===== src/rtl/wb_select_stage.sv =====
// Writeback-select stage: source/link mux, x0 write suppression, two-entry skid buffer and
// commit counter. Optional link adder enabled by defining WB_SELECT_LINK_EN.
module wb_select_stage #(
    parameter int unsigned XLEN = 32,
    parameter int unsigned NSRC = 2,
    parameter int unsigned SELW = $clog2(NSRC + 1)
) (
    input  logic                   clk,
    input  logic                   rst_n,
    input  logic                   in_valid,
    output logic                   in_ready,
    input  logic [SELW-1:0]        in_sel,
    input  logic [NSRC*XLEN-1:0]   in_src,
    input  logic [XLEN-1:0]        in_pc,
    input  logic [4:0]             in_rd,
    input  logic                   in_we,
    output logic                   out_valid,
    input  logic                   out_ready,
    output logic [XLEN-1:0]        out_data,
    output logic [4:0]             out_rd,
    output logic                   out_we,
    output logic [31:0]            commit_cnt
);

    typedef enum logic [1:0] {StEmpty, StOne, StTwo} state_e;

    state_e          r_state;
    state_e          w_state_next;

    logic [XLEN-1:0] r_main_data;
    logic [4:0]      r_main_rd;
    logic            r_main_we;
    logic [XLEN-1:0] r_skid_data;
    logic [4:0]      r_skid_rd;
    logic            r_skid_we;
    logic [31:0]     r_commit_cnt;

    logic [XLEN-1:0] w_sel_data;
    logic            w_we;
    logic            w_accept;
    logic            w_drain;
    logic            w_load_main;
    logic            w_load_skid;
    logic            w_main_from_skid;

    always_comb begin
        w_sel_data = '0;
        for (int unsigned i = 0; i < NSRC; i++) begin
            if (in_sel == SELW'(i)) begin
                w_sel_data = in_src[i*XLEN +: XLEN];
            end
        end
`ifdef WB_SELECT_LINK_EN
        if (in_sel == SELW'(NSRC)) begin
            w_sel_data = in_pc + XLEN'(4);
        end
`endif
    end

`ifndef WB_SELECT_LINK_EN
    // PC only feeds the link adder, which is absent in this build.
    logic w_unused_pc;
    assign w_unused_pc = ^in_pc;
`endif

    assign w_we       = in_we && (in_rd != 5'd0);
    assign in_ready   = (r_state != StTwo);
    assign out_valid  = (r_state != StEmpty);
    assign w_accept   = in_valid && in_ready;
    assign w_drain    = out_valid && out_ready;
    assign out_data   = r_main_data;
    assign out_rd     = r_main_rd;
    assign out_we     = r_main_we;
    assign commit_cnt = r_commit_cnt;

    always_comb begin
        w_state_next     = r_state;
        w_load_main      = 1'b0;
        w_load_skid      = 1'b0;
        w_main_from_skid = 1'b0;
        unique case (r_state)
            StEmpty: begin
                if (w_accept) begin
                    w_state_next = StOne;
                    w_load_main  = 1'b1;
                end
            end
            StOne: begin
                if (w_accept && w_drain) begin
                    w_load_main = 1'b1;
                end else if (w_accept) begin
                    w_state_next = StTwo;
                    w_load_skid  = 1'b1;
                end else if (w_drain) begin
                    w_state_next = StEmpty;
                end
            end
            StTwo: begin
                if (w_drain) begin
                    w_state_next     = StOne;
                    w_main_from_skid = 1'b1;
                end
            end
            default: w_state_next = StEmpty;
        endcase
    end

    always_ff @(posedge clk or negedge rst_n) begin
        if (!rst_n) begin
            r_state      <= StEmpty;
            r_main_data  <= '0;
            r_main_rd    <= '0;
            r_main_we    <= 1'b0;
            r_skid_data  <= '0;
            r_skid_rd    <= '0;
            r_skid_we    <= 1'b0;
            r_commit_cnt <= '0;
        end else begin
            r_state <= w_state_next;
            if (w_load_main) begin
                r_main_data <= w_sel_data;
                r_main_rd   <= in_rd;
                r_main_we   <= w_we;
            end else if (w_main_from_skid) begin
                r_main_data <= r_skid_data;
                r_main_rd   <= r_skid_rd;
                r_main_we   <= r_skid_we;
            end
            if (w_load_skid) begin
                r_skid_data <= w_sel_data;
                r_skid_rd   <= in_rd;
                r_skid_we   <= w_we;
            end
            if (w_drain && r_main_we) begin
                r_commit_cnt <= r_commit_cnt + 32'd1;
            end
        end
    end

endmodule

===== config.mk =====
export PLATFORM = sky130hd
export DESIGN_NAME = wb_select_stage
export DESIGN_NICKNAME = d
export VERILOG_FILES = /design/src/rtl/wb_select_stage.sv
export SDC_FILE = /design/constraint.sdc
export NUM_CORES = 1
export LEC_CHECK = 0
export BUFFER_PORTS_ARGS = -buffer_cell sky130_fd_sc_hd__buf_2
export CELL_PAD_IN_SITES_DETAIL_PLACEMENT = 1
export CELL_PAD_IN_SITES_GLOBAL_PLACEMENT = 1
export CORE_ASPECT_RATIO = 1.2
export CORE_MARGIN = 4
export CORE_UTILIZATION = 35
export CTS_BUF_LIST = sky130_fd_sc_hd__clkbuf_2 sky130_fd_sc_hd__clkbuf_4 sky130_fd_sc_hd__clkbuf_8
export CTS_CLUSTER_SIZE = 20
export DETAILED_ROUTE_END_ITERATION = 8
export GPL_TIMING_DRIVEN = 0
export PLACE_DENSITY = 0.73
export SLEW_MARGIN = 30
export SYNTH_ARGS = -nofsm -noshare
export SYNTH_HDL_FRONTEND = slang
export SYNTH_SLANG_ARGS = --single-unit
export TNS_END_PERCENT = 1

===== constraint.sdc =====
create_clock -name clk -period 3.28 [get_ports clk]
set_input_delay 0.656 -clock clk [delete_from_list [all_inputs] [get_ports clk]]
set_output_delay 0.656 -clock clk [all_outputs]
set_load 0.02 [all_outputs]

# Yosys cells after proc, flatten, opt, wreduce, memory -nomap -nowiden
# Index checks and enable logic that the tools add are counted.
# word_totals
reg_bits,110
# classes
add_sub_neg,1
eq_ne,8
muxes,21
n_reduce_logical,11
# ops
op,n
two-way mux 32 bit,4
adder 32 x 1 -> 32 bit (second input constant),1
two-way mux 2 bit,5
two-way mux 5 bit,2
two-way mux 1 bit,8
!= test 2 bit (second input constant),4
case mux 2 bit (3 select lines),1
logical AND 1 bit,5
nonzero test 5 bit,1
equality test 2 x 1 -> 1 bit (second input constant),2
logical NOT 2 bit,2
AND reduction 4 bit,1
nonzero test 2 bit,2
!= test 3 bit (second input constant),1
equality test 2 bit (second input constant),1
case mux 1 bit (2 select lines),1

# Longest topological paths before layout
# Gate-level depths: netlist of run 1.
# depth
ltp_word,6
ltp_mapped,6
mapped_depth_nobuf,4

# Worst setup path before layout of run 1
# Ideal clock, no wire load.
# synth_path
path_type,input -> register
startpoint,input port in_sel[0]
endpoint,register r_skid_data[0]
setup_ns,0.128
arrival_time_ns,1.648
required_time_ns,3.152
slack_ns,1.504
stages,5
n_path_buf,2
path_cell_list,clkbuf_1 buf_2 mux2i_1 nor2_1 mux2_1
# synth_via
elab_chain_len,3
elab_cells_between_ends,4
classes_between,eq/ne: 1; mux: 2; reduce/logical: 1
# synth_lines
item,line,text
from (decl),12,"input logic [SELW-1:0] in_sel,"
logical NOT 2 bit,49,if (in_sel == SELW'(i)) begin
two-way mux 32 bit,49,
two-way mux 32 bit (*),49,
to (signal assigned),130,r_skid_data <= w_sel_data;
to (decl),33,logic [XLEN-1:0] r_skid_data;
# Mark *: on every way between the ends. The rest lies on a longest branch, timed or not.
# A chain may end at the register's enable or synchronous reset.

# Worst setup path in the final report of run 1
# layout_path
startpoint,register r_state[1]
endpoint,output port out_valid
# layout_via
elab_chain_len,1
# layout_lines
item,line,text
from (decl),27,state_e r_state;
from (signal assigned),110,r_state <= StEmpty;
from (signal assigned),119,r_state <= w_state_next;
nonzero test 2 bit,68,assign out_valid = (r_state != StEmpty);
to (decl),17,"output logic out_valid,"
# Every way passes these cells.

==> metrics.md, run 1 <==
| Metric | Value |
|---|---|
| Critical-path maximum fanout | `7` |
| Post-Synthesis Cells | `464` |
| Count of clock tree sinks | `110` |
| Ys Warns | `0` |
| Pin count of the biggest net entering global routing | `59` |
| Measured slew at the worst slew-check pin | `around 580 ps` |
| Starting Density | `0.363` |
| Last weighted congestion value of the routability-driven placer | `0.785` |
| Post-cts repair resize count | `0` |
| Area of the mapped netlist | `approximately 5300 sq um` |
| Final Hold Vio Count | `0` |
| Leakage power summed over all cells | `about 3.6 nW` |
| Wire length of the first global-routing pass | `about 24000 um` |
| Number of vias per cell | `approximately 5` |
| Worst setup path class | `reg2out` |
| Total cell area at the placement stage | `6310 sq um` |
| Cell type with the largest total area after synthesis | `sky130_fd_sc_hd__dfrtp_1` |
| Synthesized area per cell | `roughly 11 sq um` |
| Setup repair after global routing missed its margin | `false` |
| Number of buffers inserted by hold repair at cts | `0` |
| Status | `finished, final reports clean` |
| Area growth from synthesis to final layout | `23.2%` |
| Fraction of the yosys area taken by sequential cells | `0.520` |
| Net count of the finished layout | `approximately 730` |
| Required time at the worst-slack endpoint | `approximately 2600 ps` |
| Num ports | `180` |
| Sum Neg Setup Slack | `0 ps` |
| Final Instance Area | `6520 sq um` |
| Number of fill cells in the layout | `around 1700` |
| Cell with the largest stage delay on the worst path | `sky130_fd_sc_hd__dfrtp_1` |
| DRT iter0 DRCs | `~160` |
| Seq. cell area | `2750 sq um` |
| Areal power density over the cells | `559 nW/um^2` |
| Buffer and inverter count on the worst path | `1` |
| Number of violations of the max-capacitance limit | `0` |
| Kind of cell adding the most delay to the critical path | `flip-flops` |
| Multi-input logic area | `~2400 sq um` |
| Post-route clock period utilization | `0.606` |
| Nature of the critical path startpoint | `register` |
| Input/output buffers | `146` |
| Count of standard-cell rows | `48` |
| Number of flops mapped to enable cells by yosys | `0` |
| Post-synth net total | `573` |
| Buffer depth of the longest clock path | `2` |
| Total clock buffers created by CTS | `9` |
| Post-synthesis register bit count | `110` |
| TritonCTS clock tree | `yes` |
| Initial antenna violation count | `0` |
| Root buffer cell | `sky130_fd_sc_hd__clkbuf_8` |
| Gr ovfl total | `0` |
| Number of detailed-routing iterations run before antenna repair | `4` |
| Sequence of cells on the critical path | `or2_2, buf_2` |
| Power consumption | `approximately 0.0036 W` |
| Delay of the slowest cell on the worst path | `460 ps` |
| Estimated wirelength of the detail-placed design | `roughly 11000 um` |
| Crit. End Element | `primary output` |
| Clock latency on the worst-skew pair | `approximately 380 ps` |
| Top cells by area in the synthesized netlist | `sky130_fd_sc_hd__dfrtp_1 52%, sky130_fd_sc_hd__mux2i_1 13%, sky130_fd_sc_hd__mux2_1 7.9%, sky130_fd_sc_hd__nand2_1 3.8%, sky130_fd_sc_hd__o21ai_1 3.7%` |
| Residual DRC | `0` |
| Die Span X | `around 120 um` |
| Wire length after detailed routing | `14400 um` |
| Crit path arrival time | `1330 ps` |
| Antenna-violating nets left | `0` |
| Final setup violating endpoints | `0` |
| Share of cells above drive strength 1 | `0.316` |
| Total number of vias | `between 4000 and 5000` |
| Skew final | `approximately 11 ps` |
| Post-CTS Repair Setup Buffers | `0` |
| Achievable Freq | `about 500 MHz` |
| Share of synthesized registers carrying an async set or reset | `1.00` |
| Top_reg_cell synth | `sky130_fd_sc_hd__dfrtp_1` |
| Die height | `around 140 um` |
| Number of global-route vias before repair | `4541` |
| Clock Pin Slew Worst Setup and Hold Paths | `110 ps` |
| Worst vdd ir | `approximately 0.25 mV` |
| Final max-slew violation count | `0` |
| Worst slew slack as a fraction of its limit | `0.616` |
| Post-detailed-route wirelength per cell | `roughly 17 um` |
| Min Tclk post-route | `between 1500 and 2000 ps` |
| Portion of synthesized cell area occupied by the leading cell type | `0.520` |
| Number of unique standard cell types used by synthesis | `37` |
| Total number of H-tree levels | `3` |
| Area enclosed by the die boundary | `between 15000 and 20000 sq um` |
| Global-route usage over all layers | `0.174` |
| Core footprint | `about 15000 sq um` |
| Type of the worst min-delay path | `in2async` |
[layer usage]
layer,track usage,wire (um),vias to the layer above
li1,-,-,1920
met1,0.211,5910,2071
met2,0.306,7320,115
met3,0.0400,922,14
met4,0.0615,250,0
met5,0,0,-
[metrics by stage]
step / hold WS (ps) / std cells / utilization / setup WS (ps)
after global placement: 455 / 810 / 0.430 / 264
after detailed placement: 459 / 811 / 0.432 / 1100
after CTS: 169 / 827 / 0.447 / 1260
after global routing: 186 / 827 / 0.447 / 1200
after floorplan: 360 / 464 / - / 1500
final: 178 / 828 / 0.447 / 1290
[worst paths after layout]
kind	endpoint	slack (ps)	from	depth (start not counted)
worst max-delay path	out_valid	1290	r_state[1]$_DFFE_PN0P_	2
worst min-delay path	commit_cnt[16]$_DFFE_PN0P_	180	rst_n	1
worst max register to register	out_data[7]$_DFFE_PN0P_	1440	r_state[1]$_DFFE_PN0P_	6
worst min register to register	commit_cnt[31]$_DFFE_PN0P_	470	commit_cnt[31]$_DFFE_PN0P_	1
max in group asynchronous	r_skid_rd[0]$_DFFE_PN0P_	2470	rst_n	2
min in group clk	commit_cnt[31]$_DFFE_PN0P_	470	commit_cnt[31]$_DFFE_PN0P_	1
[power breakdown]
part	total [W]	internal [W]	switching (W)
combinational	0.000939	0.000384	0.000555
sequential	0.00185	0.00165	0.000194
clock	0.000858	0.000380	0.000478
total	0.00364	0.00241	0.00123
[layout make-up]
| class | count | area share |
|---|---|---|
| Clock inverter | 6 | 0.0107 |
| Antenna cell | 1 | 0.000384 |
| Buffer | 27 | 0.0211 |
| Inverter | 2 | 0.00115 |
| Tap cell | 200 | 0.0384 |
| Sequential cell | 110 | 0.422 |
| Clock buffer | 10 | 0.0211 |
| Multi-Input combinational cell | 325 | 0.367 |
| Timing Repair Buffer | 147 | 0.118 |
[synthesized netlist by cell type (2+ instances only)]
library cell               number
sky130_fd_sc_hd__dfrtp_1      110
sky130_fd_sc_hd__mux2i_1       70
sky130_fd_sc_hd__nand2_1       53
sky130_fd_sc_hd__o21ai_1       39
sky130_fd_sc_hd__mux2_1        37
sky130_fd_sc_hd__nor2_1        35
sky130_fd_sc_hd__buf_2         17
sky130_fd_sc_hd__xor2_1        16
sky130_fd_sc_hd__xnor2_1       15
sky130_fd_sc_hd__nand3_1       11
sky130_fd_sc_hd__clkbuf_1       7
sky130_fd_sc_hd__and3_1         6
sky130_fd_sc_hd__nand4_1        6
sky130_fd_sc_hd__nor4_2         6
sky130_fd_sc_hd__and4_1         4
sky130_fd_sc_hd__nor3_1         4
sky130_fd_sc_hd__a21oi_1        3
sky130_fd_sc_hd__and2_1         2
sky130_fd_sc_hd__buf_4          2
sky130_fd_sc_hd__inv_1          2
sky130_fd_sc_hd__nand4_2        2
sky130_fd_sc_hd__nor2b_1        2
[logic make-up (layout without fill, tap and decap cells)]
logic type	after synthesis	count (layout)	share of synthesized area
xor gates and xnor gates	31	31	0.0513
DFF	110	110	0.520
muxes	108	108	0.213
and+or+nand+nor	141	141	0.143
adders and majority gates	1	1	0.00236
buffers and inverters	29	192	0.0274
other	0	1	0
AOI/OAI and AO/OA	44	44	0.0428
[cell usage in the layout, fill, tap and decap left out, types with 2 or more instances in the layout]
| master | n |
|---|---|
| sky130_fd_sc_hd__and4_1 | 4 |
| sky130_fd_sc_hd__nor2_1 | 35 |
| sky130_fd_sc_hd__mux2_1 | 37 |
| sky130_fd_sc_hd__buf_4 | 2 |
| sky130_fd_sc_hd__dfrtp_1 | 110 |
| sky130_fd_sc_hd__clkbuf_1 | 7 |
| sky130_fd_sc_hd__and2_1 | 2 |
| sky130_fd_sc_hd__clkinv_4 | 3 |
| sky130_fd_sc_hd__xnor2_1 | 15 |
| sky130_fd_sc_hd__nor3_1 | 4 |
| sky130_fd_sc_hd__nand4_2 | 2 |
| sky130_fd_sc_hd__buf_2 | 162 |
| sky130_fd_sc_hd__and3_1 | 6 |
| sky130_fd_sc_hd__inv_1 | 2 |
| sky130_fd_sc_hd__mux2i_1 | 70 |
| sky130_fd_sc_hd__nand4_1 | 6 |
| sky130_fd_sc_hd__nor2b_1 | 2 |
| sky130_fd_sc_hd__nand3_1 | 11 |
| sky130_fd_sc_hd__clkbuf_8 | 10 |
| sky130_fd_sc_hd__a21oi_1 | 3 |
| sky130_fd_sc_hd__o21ai_1 | 39 |
| sky130_fd_sc_hd__nor4_2 | 6 |
| sky130_fd_sc_hd__xor2_1 | 16 |
| sky130_fd_sc_hd__nand2_1 | 53 |
[state kept, by name, indices dropped and copies added, names as in the netlist]
register,cells
r_skid_data,32
r_state,2
r_skid_we,1
out_we,1
out_data,32
r_skid_rd,5
commit_cnt,32
out_rd,5
Power figures use the tool's default switching activity.
==> inputs of run 2 (changes only) <==
Settings changed: PLACE_DENSITY 0.73 to 0.76.
Clock period 3.28 ns to 1.7 ns, I/O delays scaled along.
==> metrics.md, run 2 (synthesized netlist as in run 1, its figures left out) <==
| Metric | Value |
|---|---|
| Switching Power | `0.00235 W (+92%)` |
| Number of fill cells in the layout | `1660 (-0.95%)` |
| Status | `finished, final reports clean` |
| Post-detailed-route wirelength per cell | `17.7 um (+1.5%)` |
| Last weighted congestion value of the routability-driven placer | `0.813 (+3.5%)` |
| Crit. End Element | `primary output` |
| Final Hold Vio Count | `0 (unchanged)` |
| M2 GR Usage | `0.309 (+0.00326)` |
| Number of global-route vias before repair | `4577 (+0.79%)` |
| Worst slew slack as a fraction of its limit | `0.568 (-0.0480)` |
| Input/output buffers | `146 (unchanged)` |
| Type of the worst min-delay path | `in2reg` |
| Multi-input logic area | `2410 sq um (+0.89%)` |
| Wire length after detailed routing | `14600 um (+1.4%)` |
| Number of vias per cell | `5.00 (+0.41%)` |
| TritonCTS clock tree | `yes` |
| Number of diodes added for antenna fixing | `0 (-1)` |
| Seq. cell area | `2760 sq um (+0.14%)` |
| Combinational cell fraction of total power | `0.260 (+0.002)` |
| Worst setup path class | `reg2out` |
| Number of detailed-routing iterations run before antenna repair | `4 (unchanged)` |
| Final setup violating endpoints | `0 (unchanged)` |
| Global-route usage over all layers | `0.175 (+0.000621)` |
| Power share of the sequential group | `0.506 (about the same)` |
| Min Tclk post-route | `approximately 1700 ps` |
| Most common cell after layout, fill and taps aside | `sky130_fd_sc_hd__buf_2` |
| Total number of H-tree levels | `3 (unchanged)` |
| GRT met3 Usage | `0.0468 (+0.00674)` |
| Post-route clock period utilization | `0.983` |
| Die height | `143 um (unchanged)` |
| GR Util met1 | `0.208 (-0.00206)` |
| Post-CTS Repair Setup Buffers | `0 (unchanged)` |
| Nature of the critical path startpoint | `register` |
| Residual DRC | `0 (unchanged)` |
| Clock latency on the worst-skew pair | `370 ps (about the same)` |
| DRT iter0 DRCs | `162 (+3.2%)` |
| Area growth from synthesis to final layout | `24.1%` |
| Clock Pin Slew Worst Setup and Hold Paths | `100 ps (about the same)` |
| Number of violations of the max-capacitance limit | `0 (unchanged)` |
| Share of cells above drive strength 1 | `0.329 (+0.0128)` |
| Pin count of the biggest net entering global routing | `69 (+17%)` |
| Sum Neg Setup Slack | `0 ps (unchanged)` |
| Total clock buffers created by CTS | `9 (unchanged)` |
| Setup repair after global routing missed its margin | `true` |
| Antenna-violating nets left | `0 (unchanged)` |
| Layer carrying the most global-route usage | `met2` |
| Initial antenna violation count | `2 (+2)` |
| Leakage power summed over all cells | `3.60 nW (+0.87%)` |
| Commonest cells after routing, fill and taps aside | `151 x sky130_fd_sc_hd__buf_2, 107 x sky130_fd_sc_hd__dfrtp_1, 70 x sky130_fd_sc_hd__mux2i_1` |
| Wire length of the first global-routing pass | `23800 um (+0.70%)` |
| Buffer depth of the longest clock path | `2 (unchanged)` |
| Total number of vias | `4132 (+0.29%)` |
| Achievable Freq | `around 600 MHz` |
| Switching Fraction | `0.334 (-0.00262)` |
| Area enclosed by the die boundary | `17200 sq um (unchanged)` |
| Core footprint | `14600 sq um (unchanged)` |
| Final max-slew violation count | `0 (unchanged)` |
| Num ports | `180 (unchanged)` |
| Estimated wirelength of the detail-placed design | `11000 um (+1.2%)` |
| Starting Density | `0.363 (unchanged)` |
| Crit path arrival time | `1330 ps (about the same)` |
| Skew final | `10.4 ps (-0.847 ps)` |
| Part of the total power dissipated in the clock network | `0.233 (-0.003)` |
| Die Span X | `120 um (unchanged)` |
| Gr ovfl total | `0 (unchanged)` |
| Count of standard-cell rows | `48 (unchanged)` |
| Power consumption | `0.00704 W (+93%)` |
| Areal power density over the cells | `1070 nW/um^2 (+92%)` |
| Count of clock tree sinks | `110 (unchanged)` |
| Root buffer cell | `sky130_fd_sc_hd__clkbuf_8` |
| Critical-path maximum fanout | `7 (unchanged)` |
| Worst vdd ir | `0.456 mV (+79%)` |
| Net count of the finished layout | `731 (unchanged)` |
| Measured slew at the worst slew-check pin | `649 ps (+72.0 ps)` |
| Required time at the worst-slack endpoint | `1360 ps (-1260 ps)` |
| Internal cell power | `0.00468 W (+94%)` |
## run 2: layer usage
layer  vias to the layer above  part of all wire
met1                      2073              0.41
met2                       117              0.50
met3                        20             0.066
met5                         -            0.0018
met4                         4             0.016
li1                       1918                 -
## run 2: stage by stage
| stage | hold WS, ps | worst slack, ps | util | instances | area [sq um] |
|---|---|---|---|---|---|
| floorplan | 44.4 | 96.1 | - | 464 | 5290 |
| global placement | 455 | -992 | 0.430 | 810 | 6270 |
| detailed placement | 395 | -122 | 0.432 | 811 | 6300 |
| CTS | 175 | 13.4 | 0.448 | 828 | 6540 |
| global route | 187 | -35.2 | 0.450 | 827 | 6570 |
| finish | 193 | 29.2 | 0.450 | 827 | 6570 |
## run 2: worst max-delay path, stage by stage, from the launching register on
cell and delay, ps:
sky130_fd_sc_hd__dfrtp_2 460, sky130_fd_sc_hd__or2_2 320, sky130_fd_sc_hd__buf_2 180
## run 2: area by class of cell
type,count,area share
Sequential cell,110,0.420
Multi-Input combinational cell,325,0.368
Timing Repair Buffer,148,0.117
Tap cell,200,0.0381
Buffer,26,0.0257
Clock buffer,11,0.0221
Clock inverter,5,0.00895
Inverter,2,0.00114
## run 2: path summary, 6_finish.rpt
check | slack (ps) | cells after the start | start | to
setup / recovery | 30 | 2 | r_state[0]$_DFFE_PN0P_ | out_valid
hold / removal | 190 | 2 | out_ready | r_state[1]$_DFFE_PN0P_
setup reg to reg | 70 | 4 | r_state[1]$_DFFE_PN0P_ | commit_cnt[31]$_DFFE_PN0P_
hold reg to reg | 470 | 1 | commit_cnt[31]$_DFFE_PN0P_ | commit_cnt[31]$_DFFE_PN0P_
max in group asynchronous | 490 | 3 | rst_n | r_skid_data[2]$_DFFE_PN0P_
min in group asynchronous | 550 | 2 | rst_n | commit_cnt[7]$_DFFE_PN0P_
## run 2: repair_timing
item	in CTS	in global routing
hold endpoints to repair	67	0
gates resized for setup	11	13
endpoints found under the setup margin	46	57
hold buffers	1	0
## run 2: power groups by stage
stage	logic (W)	registers [W]	clock network, W
after floorplan	0.000834	0.00383	0
after global routing	0.00202	0.00364	0.00181
final	0.00183	0.00356	0.00164
after global placement	0.00176	0.00357	0
after detailed placement	0.00184	0.00361	0
after CTS	0.00186	0.00356	0.00171
==> inputs of run 3 (changes only) <==
Settings changed: ABC_AREA from default to 1, CORE_UTILIZATION 35 to 34, PLACE_DENSITY 0.76 to 0.77.
==> metrics.md, run 3 <==
| Metric | Value |
|---|---|
| Final Hold Vio Count | `0 (unchanged)` |
| Required time at the worst-slack endpoint | `2020 ps (+660 ps)` |
| Top cells by area in the synthesized netlist | `sky130_fd_sc_hd__dfrtp_1 50%, sky130_fd_sc_hd__nand2_1 8.2%, sky130_fd_sc_hd__nand3_1 7.7%, sky130_fd_sc_hd__inv_1 6.1%, sky130_fd_sc_hd__nor2_1 4.4%` |
| Number of vias per cell | `4.81 (-3.7%)` |
| Crit. End Element | `register` |
| Setup repair after global routing missed its margin | `true` |
| Top_reg_cell synth | `sky130_fd_sc_hd__dfrtp_1` |
| Crit path arrival time | `1900 ps (+570 ps)` |
| Cell with the largest stage delay on the worst path | `sky130_fd_sc_hd__dfrtp_1` |
| Power consumption | `0.00800 W (+14%)` |
| Post-route insts no fill | `1051 (+27%)` |
| Clock latency on the worst-skew pair | `390 ps (+20 ps)` |
| Post-synth net total | `787 (+37%)` |
| Ys Warns | `0 (unchanged)` |
| Starting Density | `0.350 (-0.0124)` |
| Global-route usage over all layers | `0.178 (+0.00302)` |
| Wire length of the first global-routing pass | `26800 um (+12%)` |
| Number of global-route vias before repair | `5410 (+18%)` |
| Number of flops mapped to enable cells by yosys | `0 (unchanged)` |
| Antenna-violating nets left | `0 (unchanged)` |
| Worst slew slack as a fraction of its limit | `0.649 (+0.0818)` |
| GR Util met1 | `0.209 (+0.00101)` |
| Buffer depth of the longest clock path | `2 (unchanged)` |
| Root buffer cell | `sky130_fd_sc_hd__clkbuf_8` |
| Count of standard-cell rows | `50 (+4.2%)` |
| Net count of the finished layout | `947 (+30%)` |
| Worst setup path class | `reg2reg` |
| Pin count of the biggest net entering global routing | `71 (+2.9%)` |
| Area growth from synthesis to final layout | `22.7%` |
| Count of placed standard cells including taps | `1033 (+27%)` |
| Achievable Freq | `631 MHz (+5.5%)` |
| Area of the mapped netlist | `5520 sq um (+4.3%)` |
| Fraction of the yosys area taken by sequential cells | `0.499 (-0.0216)` |
| Last weighted congestion value of the routability-driven placer | `0.794 (-2.4%)` |
| Count of clock tree sinks | `110 (unchanged)` |
| Measured slew at the worst slew-check pin | `526 ps (-123 ps)` |
| Post-detailed-route wirelength per cell | `15.4 um (-13%)` |
| Number of unique standard cell types used by synthesis | `26 (-30%)` |
| Wire length after detailed routing | `16200 um (+11%)` |
| Num ports | `180 (unchanged)` |
| Input/output buffers | `146 (unchanged)` |
| Status | `finished, final reports clean` |
| Leakage power summed over all cells | `3.55 nW (-1.2%)` |
| Initial antenna violation count | `2 (unchanged)` |
| Estimated wirelength of the detail-placed design | `12500 um (+14%)` |
| Share of synthesized registers carrying an async set or reset | `1.00 (unchanged)` |
| Worst-case register-to-register setup slack | `120 ps (+50 ps)` |
| Nature of the critical path startpoint | `register` |
| Post-route clock period utilization | `0.932 (-0.0509)` |
| Layer carrying the most global-route usage | `met2` |
| Portion of synthesized cell area occupied by the leading cell type | `0.499 (-0.0216)` |
| Total clock buffers created by CTS | `9 (unchanged)` |
| Gr ovfl total | `0 (unchanged)` |
| Clock Pin Slew Worst Setup and Hold Paths | `110 ps (about the same)` |
| Core footprint | `15800 sq um (+8.0%)` |
| Total number of H-tree levels | `3 (unchanged)` |
| Min Tclk post-route | `1580 ps (-86.6 ps)` |
| M2 GR Usage | `0.320 (+0.0116)` |
| Skew final | `7.92 ps (-2.52 ps)` |
| Share of cells above drive strength 1 | `0.263 (-0.0652)` |
| Final max-slew violation count | `0 (unchanged)` |
| Die height | `148 um (+3.4%)` |
| Worst vdd ir | `0.460 mV (+0.90%)` |
| Sequence of cells on the critical path | `inv_1, nand2_1, nor2_4, buf_12, nor2_4, buf_2, nand2_1, o21ai_1` |
| Cell type with the largest total area after synthesis | `sky130_fd_sc_hd__dfrtp_1` |
| Synthesized area per cell | `8.14 sq um (-29%)` |
| Residual DRC | `0 (unchanged)` |
| Number of diodes added for antenna fixing | `0 (unchanged)` |
| Area enclosed by the die boundary | `18300 sq um (+6.9%)` |
| DRT iter0 DRCs | `175 (+8.0%)` |
| Delay of the slowest cell on the worst path | `370 ps (-90 ps)` |
| Post-synthesis register bit count | `110 (unchanged)` |
| GRT met3 Usage | `0.0481 (+0.00132)` |
| Die Span X | `124 um (+3.4%)` |
| Most common library cells after synthesis | `120 x sky130_fd_sc_hd__nand2_1, 110 x sky130_fd_sc_hd__dfrtp_1, 90 x sky130_fd_sc_hd__inv_1` |
| Critical-path maximum fanout | `10 (+3)` |
| Post-Synthesis Cells | `678 (+46%)` |
| Most repeated cell in the gate-level netlist after synthesis | `sky130_fd_sc_hd__nand2_1` |
| Areal power density over the cells | `1180 nW/um^2 (+10%)` |
| Commonest cells after routing, fill and taps aside | `161 x sky130_fd_sc_hd__buf_2, 120 x sky130_fd_sc_hd__nand2_1, 110 x sky130_fd_sc_hd__dfrtp_1` |
| Type of the worst min-delay path | `in2reg` |
| Number of detailed-routing iterations run before antenna repair | `5 (+1)` |
| Most common cell after layout, fill and taps aside | `sky130_fd_sc_hd__buf_2` |
| Total number of vias | `5056 (+22%)` |
| Final setup violating endpoints | `0 (unchanged)` |
| Number of violations of the max-capacitance limit | `0 (unchanged)` |
| TritonCTS clock tree | `yes` |
-- run 3: kinds of logic (layout without fill, tap and decap cells) --
kind of cell	Yosys count	after routing	share of synthesized area
multiplexers	16	16	0.0326
buffers and inverters	122	287	0.0916
XOR/XNOR	22	22	0.0349
AO/OA/AOI/OAI	104	104	0.0947
flip-flops	110	110	0.499
AND/OR/NAND/NOR	303	303	0.245
adder cells (fa/ha/maj)	1	1	0.00227
-- run 3: report_power, final --
group,internal (W),switching (W)
Combinational,0.000954,0.00163
Sequential,0.00341,0.000439
Clock,0.000605,0.000963
-- run 3: what timing repair did --
action,in CTS,in global routing
endpoints found under the hold margin,40,0
endpoints found under the setup margin,0,29
hold buffers,1,0
resized for setup,0,6
setup buffers,0,1
-- run 3: final cells by class --
cell class / instances / area, sq um
clock inverters: 5 / 41.3
plain buffers: 31 / 169
inverters: 91 / 342
clock buffers: 11 / 145
fillers: 2025 / 8990
flip-flops and latches: 110 / 2750
well taps: 208 / 260
repair buffers: 149 / 798
multi-input cells: 446 / 2270
-- run 3: worst paths after layout --
check,start,end,depth (start not counted)
max in group asynchronous,rst_n,r_skid_data[14]$_DFFE_PN0P_,3
min in group asynchronous,rst_n,out_data[23]$_DFFE_PN0P_,2
worst min register to register,out_data[27]$_DFFE_PN0P_,out_data[27]$_DFFE_PN0P_,2
worst max register to register,r_state[0]$_DFFE_PN0P_,out_data[21]$_DFFE_PN0P_,8
worst min-delay path,out_ready,r_state[1]$_DFFE_PN0P_,2
worst max-delay path,r_state[0]$_DFFE_PN0P_,out_data[21]$_DFFE_PN0P_,8
-- run 3: critical path, delay by kind of cell (launching register included) --
family | cells | cell delay [ps]
AOI/OAI and AO/OA | 1 | 90
buffers and inverters | 3 | 520
DFF | 1 | 370
and+or+nand+nor | 4 | 540
-- run 3: routing by layer --
layer | wire, um | part of all wire | vias to the layer above
met1 | 6780 | 0.42 | 2431
met4 | 217 | 0.013 | 4
met3 | 890 | 0.055 | 18
li1 | - | - | 2488
met5 | 15 | 0.00093 | -
met2 | 8240 | 0.51 | 115
-- run 3: metrics by stage --
step	cell area [sq um]	hold slack (ps)	setup WS, ps	TNS, ps	utilization
6_report	6780	217	116	0	0.430
5_1_grt	6780	199	-43.1	-518	0.430
4_1_cts	6750	196	40.3	0	0.428
3_5_place_dp	6550	250	16.0	0	0.415
3_3_place_gp	6510	462	-1140	-124140	0.413
2_1_floorplan	5520	44.4	165	0	-
